File: src/rtl/ex_alu_unit.sv
// ex_alu_unit: execute-stage ALU fed by the A/B operand muxes.
//   Single-cycle ops register result/flags at the accept edge. out_valid then pulses for
//   one cycle. The optional MUL op (opcode C) is an iterative shift-add multiply. It takes
//   DATA_W cycles, and busy stays high for that whole time.
// Configuration macro: EX_ALU_MUL_EN. When it is undefined, opcode C is a single-cycle op
//   with result 0, and busy is tied low.
// Ports:
//   clk, rst         clock; synchronous active-high reset
//   flush            synchronous abort of any operation in flight
//   in_valid         operands/op valid this cycle
//   alu_op[3:0]      operation code
//   alu_a, alu_b     operands
//   busy             multi-cycle op running; upstream must stall
//   out_valid        one-cycle pulse when result/flags update
//   result           registered result
//   flag_z/c/v       zero, carry (ADD) / no-borrow (SUB), signed overflow (ADD/SUB)
module ex_alu_unit #(
  parameter int unsigned DATA_W  = 16,
  parameter int unsigned SHAMT_W = 4
) (
  input  logic              clk,
  input  logic              rst,
  input  logic              flush,
  input  logic              in_valid,
  input  logic [3:0]        alu_op,
  input  logic [DATA_W-1:0] alu_a,
  input  logic [DATA_W-1:0] alu_b,
  output logic              busy,
  output logic              out_valid,
  output logic [DATA_W-1:0] result,
  output logic              flag_z,
  output logic              flag_c,
  output logic              flag_v
);

  localparam logic [3:0] OP_ADD   = 4'h0;
  localparam logic [3:0] OP_SUB   = 4'h1;
  localparam logic [3:0] OP_AND   = 4'h2;
  localparam logic [3:0] OP_OR    = 4'h3;
  localparam logic [3:0] OP_XOR   = 4'h4;
  localparam logic [3:0] OP_NOT   = 4'h5;
  localparam logic [3:0] OP_SLL   = 4'h6;
  localparam logic [3:0] OP_SRL   = 4'h7;
  localparam logic [3:0] OP_SRA   = 4'h8;
  localparam logic [3:0] OP_SLT   = 4'h9;
  localparam logic [3:0] OP_EQ    = 4'hA;
  localparam logic [3:0] OP_PASSB = 4'hB;

  logic [DATA_W-1:0] result_q;
  logic              out_valid_q, flag_z_q, flag_c_q, flag_v_q;

  // Single-cycle datapath
  logic [DATA_W:0]          add_sum, sub_sum;
  logic [SHAMT_W-1:0]       shamt;
  logic signed [DATA_W-1:0] sra_res;
  logic                     slt;
  logic [DATA_W-1:0]        alu_res;
  logic                     alu_c, alu_v;

  assign shamt   = alu_b[SHAMT_W-1:0];
  assign add_sum = {1'b0, alu_a} + {1'b0, alu_b};
  // Subtract as a + ~b + 1 so that the carry-out reads as "no borrow"
  assign sub_sum = {1'b0, alu_a} + {1'b0, ~alu_b} + (DATA_W+1)'(1);
  assign sra_res = $signed(alu_a) >>> shamt;
  assign slt     = $signed(alu_a) < $signed(alu_b);

  always_comb begin
    alu_res = '0;
    alu_c   = 1'b0;
    alu_v   = 1'b0;
    case (alu_op)
      OP_ADD: begin
        alu_res = add_sum[DATA_W-1:0];
        alu_c   = add_sum[DATA_W];
        alu_v   = (alu_a[DATA_W-1] == alu_b[DATA_W-1]) &&
                  (add_sum[DATA_W-1] != alu_a[DATA_W-1]);
      end
      OP_SUB: begin
        alu_res = sub_sum[DATA_W-1:0];
        alu_c   = sub_sum[DATA_W];
        alu_v   = (alu_a[DATA_W-1] != alu_b[DATA_W-1]) &&
                  (sub_sum[DATA_W-1] != alu_a[DATA_W-1]);
      end
      OP_AND:   alu_res = alu_a & alu_b;
      OP_OR:    alu_res = alu_a | alu_b;
      OP_XOR:   alu_res = alu_a ^ alu_b;
      OP_NOT:   alu_res = ~alu_a;
      OP_SLL:   alu_res = alu_a << shamt;
      OP_SRL:   alu_res = alu_a >> shamt;
      OP_SRA:   alu_res = sra_res;
      OP_SLT:   alu_res = {{(DATA_W-1){1'b0}}, slt};
      OP_EQ:    alu_res = {{(DATA_W-1){1'b0}}, (alu_a == alu_b)};
      OP_PASSB: alu_res = alu_b;
      default:  alu_res = '0;  // MUL (handled by the FSM when enabled), and D-F
    endcase
  end

`ifdef EX_ALU_MUL_EN
  localparam logic [3:0] OP_MUL  = 4'hC;
  localparam logic [0:0] ST_IDLE = 1'b0;
  localparam logic [0:0] ST_MUL  = 1'b1;

  logic [0:0]         state_q;
  logic [DATA_W-1:0]  mcand_q, mplier_q, acc_q, acc_next;
  logic [SHAMT_W-1:0] count_q;

  // The final step's add must be visible in the result written on that same edge
  assign acc_next = mplier_q[0] ? (acc_q + mcand_q) : acc_q;
  assign busy     = (state_q == ST_MUL);
`else
  assign busy = 1'b0;
`endif

  always_ff @(posedge clk) begin
    if (rst) begin
      result_q    <= '0;
      out_valid_q <= 1'b0;
      flag_z_q    <= 1'b0;
      flag_c_q    <= 1'b0;
      flag_v_q    <= 1'b0;
`ifdef EX_ALU_MUL_EN
      state_q     <= ST_IDLE;
      mcand_q     <= '0;
      mplier_q    <= '0;
      acc_q       <= '0;
      count_q     <= '0;
`endif
    end else if (flush) begin
      // Abort; result and flags keep their last values
      out_valid_q <= 1'b0;
`ifdef EX_ALU_MUL_EN
      state_q     <= ST_IDLE;
`endif
    end else begin
      out_valid_q <= 1'b0;
`ifdef EX_ALU_MUL_EN
      if (state_q == ST_MUL) begin
        acc_q    <= acc_next;
        mcand_q  <= mcand_q << 1;
        mplier_q <= mplier_q >> 1;
        count_q  <= count_q + SHAMT_W'(1);
        if (count_q == SHAMT_W'(DATA_W - 1)) begin
          state_q     <= ST_IDLE;
          result_q    <= acc_next;
          flag_z_q    <= (acc_next == '0);
          flag_c_q    <= 1'b0;
          flag_v_q    <= 1'b0;
          out_valid_q <= 1'b1;
        end
      end else if (in_valid && (alu_op == OP_MUL)) begin
        state_q  <= ST_MUL;
        mcand_q  <= alu_a;
        mplier_q <= alu_b;
        acc_q    <= '0;
        count_q  <= '0;
      end else
`endif
      if (in_valid) begin
        result_q    <= alu_res;
        flag_z_q    <= (alu_res == '0);
        flag_c_q    <= alu_c;
        flag_v_q    <= alu_v;
        out_valid_q <= 1'b1;
      end
    end
  end

  assign result    = result_q;
  assign out_valid = out_valid_q;
  assign flag_z    = flag_z_q;
  assign flag_c    = flag_c_q;
  assign flag_v    = flag_v_q;

endmodule

File: config.mk
export PLATFORM = sky130hd
export DESIGN_NAME = ex_alu_unit
export DESIGN_NICKNAME = d
export VERILOG_FILES = /design/src/rtl/ex_alu_unit.sv
export SDC_FILE = /design/constraint.sdc
export NUM_CORES = 1
export LEC_CHECK = 0
export ABC_AREA = 1
export CORE_ASPECT_RATIO = 0.75
export CORE_MARGIN = 1
export CORE_UTILIZATION = 40
export DETAILED_ROUTE_END_ITERATION = 8
export SLEW_MARGIN = 20
export SYNTH_ARGS = -nofsm -noshare
export SYNTH_HDL_FRONTEND = slang
export SYNTH_SLANG_ARGS = --single-unit
File: constraint.sdc
create_clock -name clk -period 3 [get_ports clk]
set_clock_uncertainty 0.1 [all_clocks]
set_input_delay 0.6 -clock clk [delete_from_list [all_inputs] [get_ports clk]]
set_output_delay 0.6 -clock clk [all_outputs]
set_load 0.02 [all_outputs]
**Yosys cells after proc, flatten, opt, wreduce, memory -nomap -nowiden**

Index checks and enable logic that the tools add are counted.
Widths: inputs -> output; s select.

- Add/sub/neg operators: 3
- $mul: 0
- Divide/modulo/power cells: 0
- $lt $le $gt $ge: 1
- Eq/ne operators: 16
- Shifts and indexed selects: 3
- Mux-type cells: 4
- Bitwise gates (word level): 6
- Reduce and logical (&&, ||, !) cells: 6

Operators with widths:

| kind | count |
|---|---|
| $pmux 16 s12 | 1 |
| $add 16x16->17 | 2 |
| $not 16->16 | 2 |
| $add 17x1->17 const B | 1 |
| $and 16x16->16 | 1 |
| $eq 16x16->1 | 1 |
| $eq 4x3->1 const B | 4 |
| $eq 4x4->1 const B | 4 |
| $logic_not 16->1 | 1 |
| $lt 16x16->1 | 1 |
| $or 16x16->16 | 1 |
| $shl 16x4->16 | 1 |
| $shr 16x4->16 | 1 |
| $sshr 16x4->16 | 1 |
| $xor 16x16->16 | 1 |
| $eq 4x2->1 const B | 2 |
| $eq 4x1->1 const B | 1 |
| $logic_not 4->1 | 1 |
| $pmux 1 s2 | 2 |
| $ne 1x1->1 | 3 |
| $logic_and 1x1->1 | 2 |
| $reduce_and 2->1 | 1 |
| $reduce_or 2->1 | 1 |
| $eq 1x1->1 | 1 |
| other kinds (2) | 2 |

- Bits in registers: 20
- Bits in latches: 0
- Bits in writable memories: 0
- Bits in read-only memories: 0
- Output and inout bits: 21
- Memories: 0

**Depth between registers and ports, before layout**

- Depth in word-level cells: 6
- Depth in mapped cells: 22
- Mapped depth without buffers: 18

**Worst setup path after synthesis**

No wires, ideal clock.

- Path kind: input port to flip-flop
- Start: in alu_b[3]
- End: reg flag_z_q (netlist: flag_z)
- Setup time: 66 ps
- Data arrival time: 2791 ps
- Slack: 43 ps
- Stages on the path: 20
- Buffers on the path: 3
- Cell sequence: inv_1 > clkbuf_1 > clkbuf_1 > ha_1 > buf_4 > nor2_1 > nand2_1 > nand2_1 > nand2_1 > nand2_1 > nand2_1 > nand2_1 > nand2_1 > nand3_1 > nand3_1 > nor2_1 > nand2_1 > nor2_1 > nand2_1 > a21oi_2

- Cells in the longest elaborated chain, start to end: 5
- Elaborated cells between the ends (all ways): 14
- Those cells by class: add/sub (3); order compare (1); eq/ne (1); shift (3); mux (1); bitwise (4); reduce/logical (1)

RTL lines:

| item | RTL line | source |
|---|---|---|
| start, declared | 27 | `input logic [DATA_W-1:0] alu_b,` |
| $not 16->16 | 63 | `assign sub_sum = {1'b0, alu_a} + {1'b0, ~alu_b} + (DATA_W+1)'(1);` |
| $add 16x16->17 | 63 |  |
| $add 17x1->17 | 63 |  |
| $pmux 16 s12 (*) | 71 | `case (alu_op)` |
| $logic_not 16->1 (*) | 160 | `flag_z_q <= (alu_res == '0);` |
| end signal, assigned | 160 |  |
| end, declared | 50 | `logic out_valid_q, flag_z_q, flag_c_q, flag_v_q;` |

Mark *: on every way between the ends. The rest lies on a longest branch, timed or not.
A chain may end at the register's enable or synchronous reset.

**Worst setup path in the final report**

- Start: in alu_a[3]
- End: reg flag_z_q (netlist: flag_z)

- Cells in the longest elaborated chain, start to end: 4
- Elaborated cells between the ends (all ways): 14
- Those cells by class: add/sub (3); order compare (1); eq/ne (1); shift (3); mux (1); bitwise (4); reduce/logical (1)

RTL lines:

| item | RTL line | source |
|---|---|---|
| start, declared | 26 | `input logic [DATA_W-1:0] alu_a,` |
| $add 16x16->17 | 63 |  |
| $add 17x1->17 | 63 |  |
| $pmux 16 s12 (*) | 71 |  |
| $logic_not 16->1 (*) | 160 |  |

Marked as above.

==> impl_metrics.yaml <==
outcome:
  outcome: "complete, no violations"
clocking:
  htreeDepth: 1
  cts_tree: "done"
  cts_root_buf: "clkbuf_16"
  clk_latency_ns: 0.26
  cts.clk_slew.worst_paths_ns: 0.05
  cts_sinks: 20
  numCtsBuffers: 3
  ctsHoldBuffers: 0
  clockBufferDepth: 2
routing:
  dr_wl_met3_mm: 2.70
  met1_length_mm: 11.1
  vias_per_cell: 5.27
  firstDrtPassIters: 6
  drcViolationCount: 0
  final_antenna_net_count: 0
  routed.top_layer: "met4"
  wirelength_mm: 23.9
  drt_iter0_drc: 869
  num_vias: 7904
  wire_per_inst_um: 15.9
  wl_met2_mm: 9.76
global_routing:
  antenna_found_initial: 0
  grt_overflow_total: 0
  grt.total_usage_pct: 33.6
  grt_pass1_vias: 7142
  grt_pass1_wl_mm: 37.2
  grt_max_degree: 39
logic_synthesis:
  synth_nets: 1178
  yosysWarningCount: 0
  ys_ff_latch: 20
  synth_area_leaders: "nand2_1, nand3_1, ha_1"
  syn_area_sq_um: 5540
  syn_inst: 1081
  synth_edf_count: 0
  yosysTopAreaCellShare_pct: 25.8
  seq_area_frac_synth_pct: 7.23
  syn_area_per_cell_sq_um: 5.12
  ys.flop_type: "dfxtp_1"
  ys_types: 36
  synth_area_leader_cell: "nand2_1"
  async_reset_ff_share_pct: 0
placement:
  dp.cells: 1491
  portBuffers: 59
  hpwl_mm: 19.9
  place_congestion: 1.01
power_and_ir_drop:
  p_per_area_nw_per_um2: 232
  leakage_nw: 4.54
  vdd_ir_drop_max_uv: 189
hold_path:
  hold_class: "reg2reg"
layout:
  syn_to_final_growth_pct: 47.8
  layout_commonest_cell: "nand2_1"
  diodes: 0
  fillers: 1398
  layout.cells.non_filler: 1501
  finish.utilization_pct: 61.8
  fin_nets: 1429
  final_cell_mix: "nand2_1, buf_4, nand3_1"
  drive_above_1_share_pct: 24.4
setup_path:
  cpMostUsedCell: "nand2_1"
  crit_path_cell_trace: "clkdlybuf4s50_1 -> buf_4 -> ha_1 -> inv_1 -> o21bai_1 -> buf_4 -> inv_1 -> nand2_1 -> nand2_1 -> nand3_1 -> nand2_1 -> nor2_2 -> nand3_2 -> nor2_1 -> nand3_1 -> nor2_1 -> nand2_1 -> a21oi_2"
  crit_type: "in2reg"
  cp.arrival_ns: 3.02
  cp.required_ns: 3.09
  end_kind: "flop"
  slowest_delay_ns: 0.50
  critPathBufInv: 5
  cp_top_family: "simple AND/OR/NAND/NOR gates"
  cpMaxStageDelayCell: "clkdlybuf4s50_1"
  r2r_slack_ns: 2.17
  crit_fanout: 4
  worst_setup_path_start_kind: "input pin"
floorplanning:
  die_w_um: 138
  pin_count: 61
  start_util_pct: 41.8
  dieArea_sq_um: 14300
  num_rows: 36
  core_area_sq_um: 13200
  die_h_um: 104
timing:
  min_period_ns: 2.93
  rsz0062_at_grt: "yes"
  setup_viol: 0
  slew_violations: 0
  worst_pin_slew_ns: 0.730
  tns_ns: 0
  period_share_pct: 97.8
  hold_violations: 0
  fmax_mhz: 341
  maxSlewHeadroom_pct: 51.3
flow_run:
  maxCapViolations: 0
## registers in the layout, summed over array words and instances (netlist names)
signal and cells:
out_valid 1, result 16, flag_z 1, flag_v 1
flag_c 1
## area by class of cell
| type | count | area, sq um | area share (%) |
|---|---|---|---|
| multi-input cells | 881 | 4580 | 55.9 |
| repair buffers | 290 | 2400 | 29.4 |
| inverters | 136 | 513 | 6.27 |
| flip-flops and latches | 20 | 400 | 4.89 |
| well taps | 171 | 214 | 2.61 |
| clock buffers | 3 | 75.1 | 0.917 |
## cell usage after synthesis (4+ instances only)
cell and n:
nor2_1 119, clkbuf_1 10, nor3_1 10, nand2_2 10, o22ai_1 5, o21ai_1 5
o211ai_1 9, o21bai_1 4, o21ai_0 37, nand2_1 380, nor2_2 7, buf_2 23
inv_2 5, a21oi_1 43, inv_1 130, ha_1 55, buf_6 4, buf_4 6
nand3_1 164, dfxtp_1 20, nand4_1 12
## power by group
| part | leakage [nW] | internal (W) | total, W | switching [W] |
|---|---|---|---|---|
| Sequential | 0.165 | 0.000283 | 0.000291 | 0.00000812 |
| Combinational | 4.34 | 0.000590 | 0.00133 | 0.000744 |
| Clock | 0.0370 | 0.000176 | 0.000278 | 0.000102 |
## per-layer routing
layer,track usage [%],vias to the layer above
li1,-,3932
met1,50.7,3543
met2,48.4,399
met3,7.16,30
met4,5.98,0
met5,0,-
## final timing paths
path / startpoint / endpoint / cells past startpoint
min: flag_c / flag_c / 2
min reg2reg: flag_c / flag_c / 2
max: alu_a[3] / flag_z / 18
max reg2reg: result[0] / result[0] / 4
## logic make-up (layout without fill, tap and decap cells)
group / count (synthesis) / count (layout) / synth area share, %
xor gates and xnor gates: 3 / 3 / 0.475
DFF: 20 / 20 / 7.23
AOI/OAI and AO/OA: 106 / 106 / 10.4
buffers and inverters: 180 / 429 / 13.9
adders and majority gates: 57 / 57 / 13.2
and+or+nand+nor: 714 / 714 / 54.7
other: 1 / 1 / 0.0677
## metrics by stage
step	setup slack (ns)	total power [W]	hold WS, ns	instance area, sq um
after floorplan	0.0432	0.000918	0.449	5540
after global placement	-0.400	0.00152	0.386	7830
after detailed placement	-0.373	0.00153	0.388	7830
after CTS	0.00488	0.00182	0.402	7940
after global routing	-0.0988	0.00204	0.422	8190
final	0.0668	0.00190	0.397	8190
## worst reg2reg max path: cells and delay by family (launching register included)
family | cells | cell delay [ns]
AOI/OAI and AO/OA | 1 | 0.10
DFF | 1 | 0.35
and+or+nand+nor | 2 | 0.16
buffers and inverters | 1 | 0.07
## timing repair
action,in CTS,in global routing
buffers inserted,1,6
pin swaps,2,14
endpoints found under the setup margin,1,14
gates resized for setup,11,61
Power figures use the tool's default switching activity.
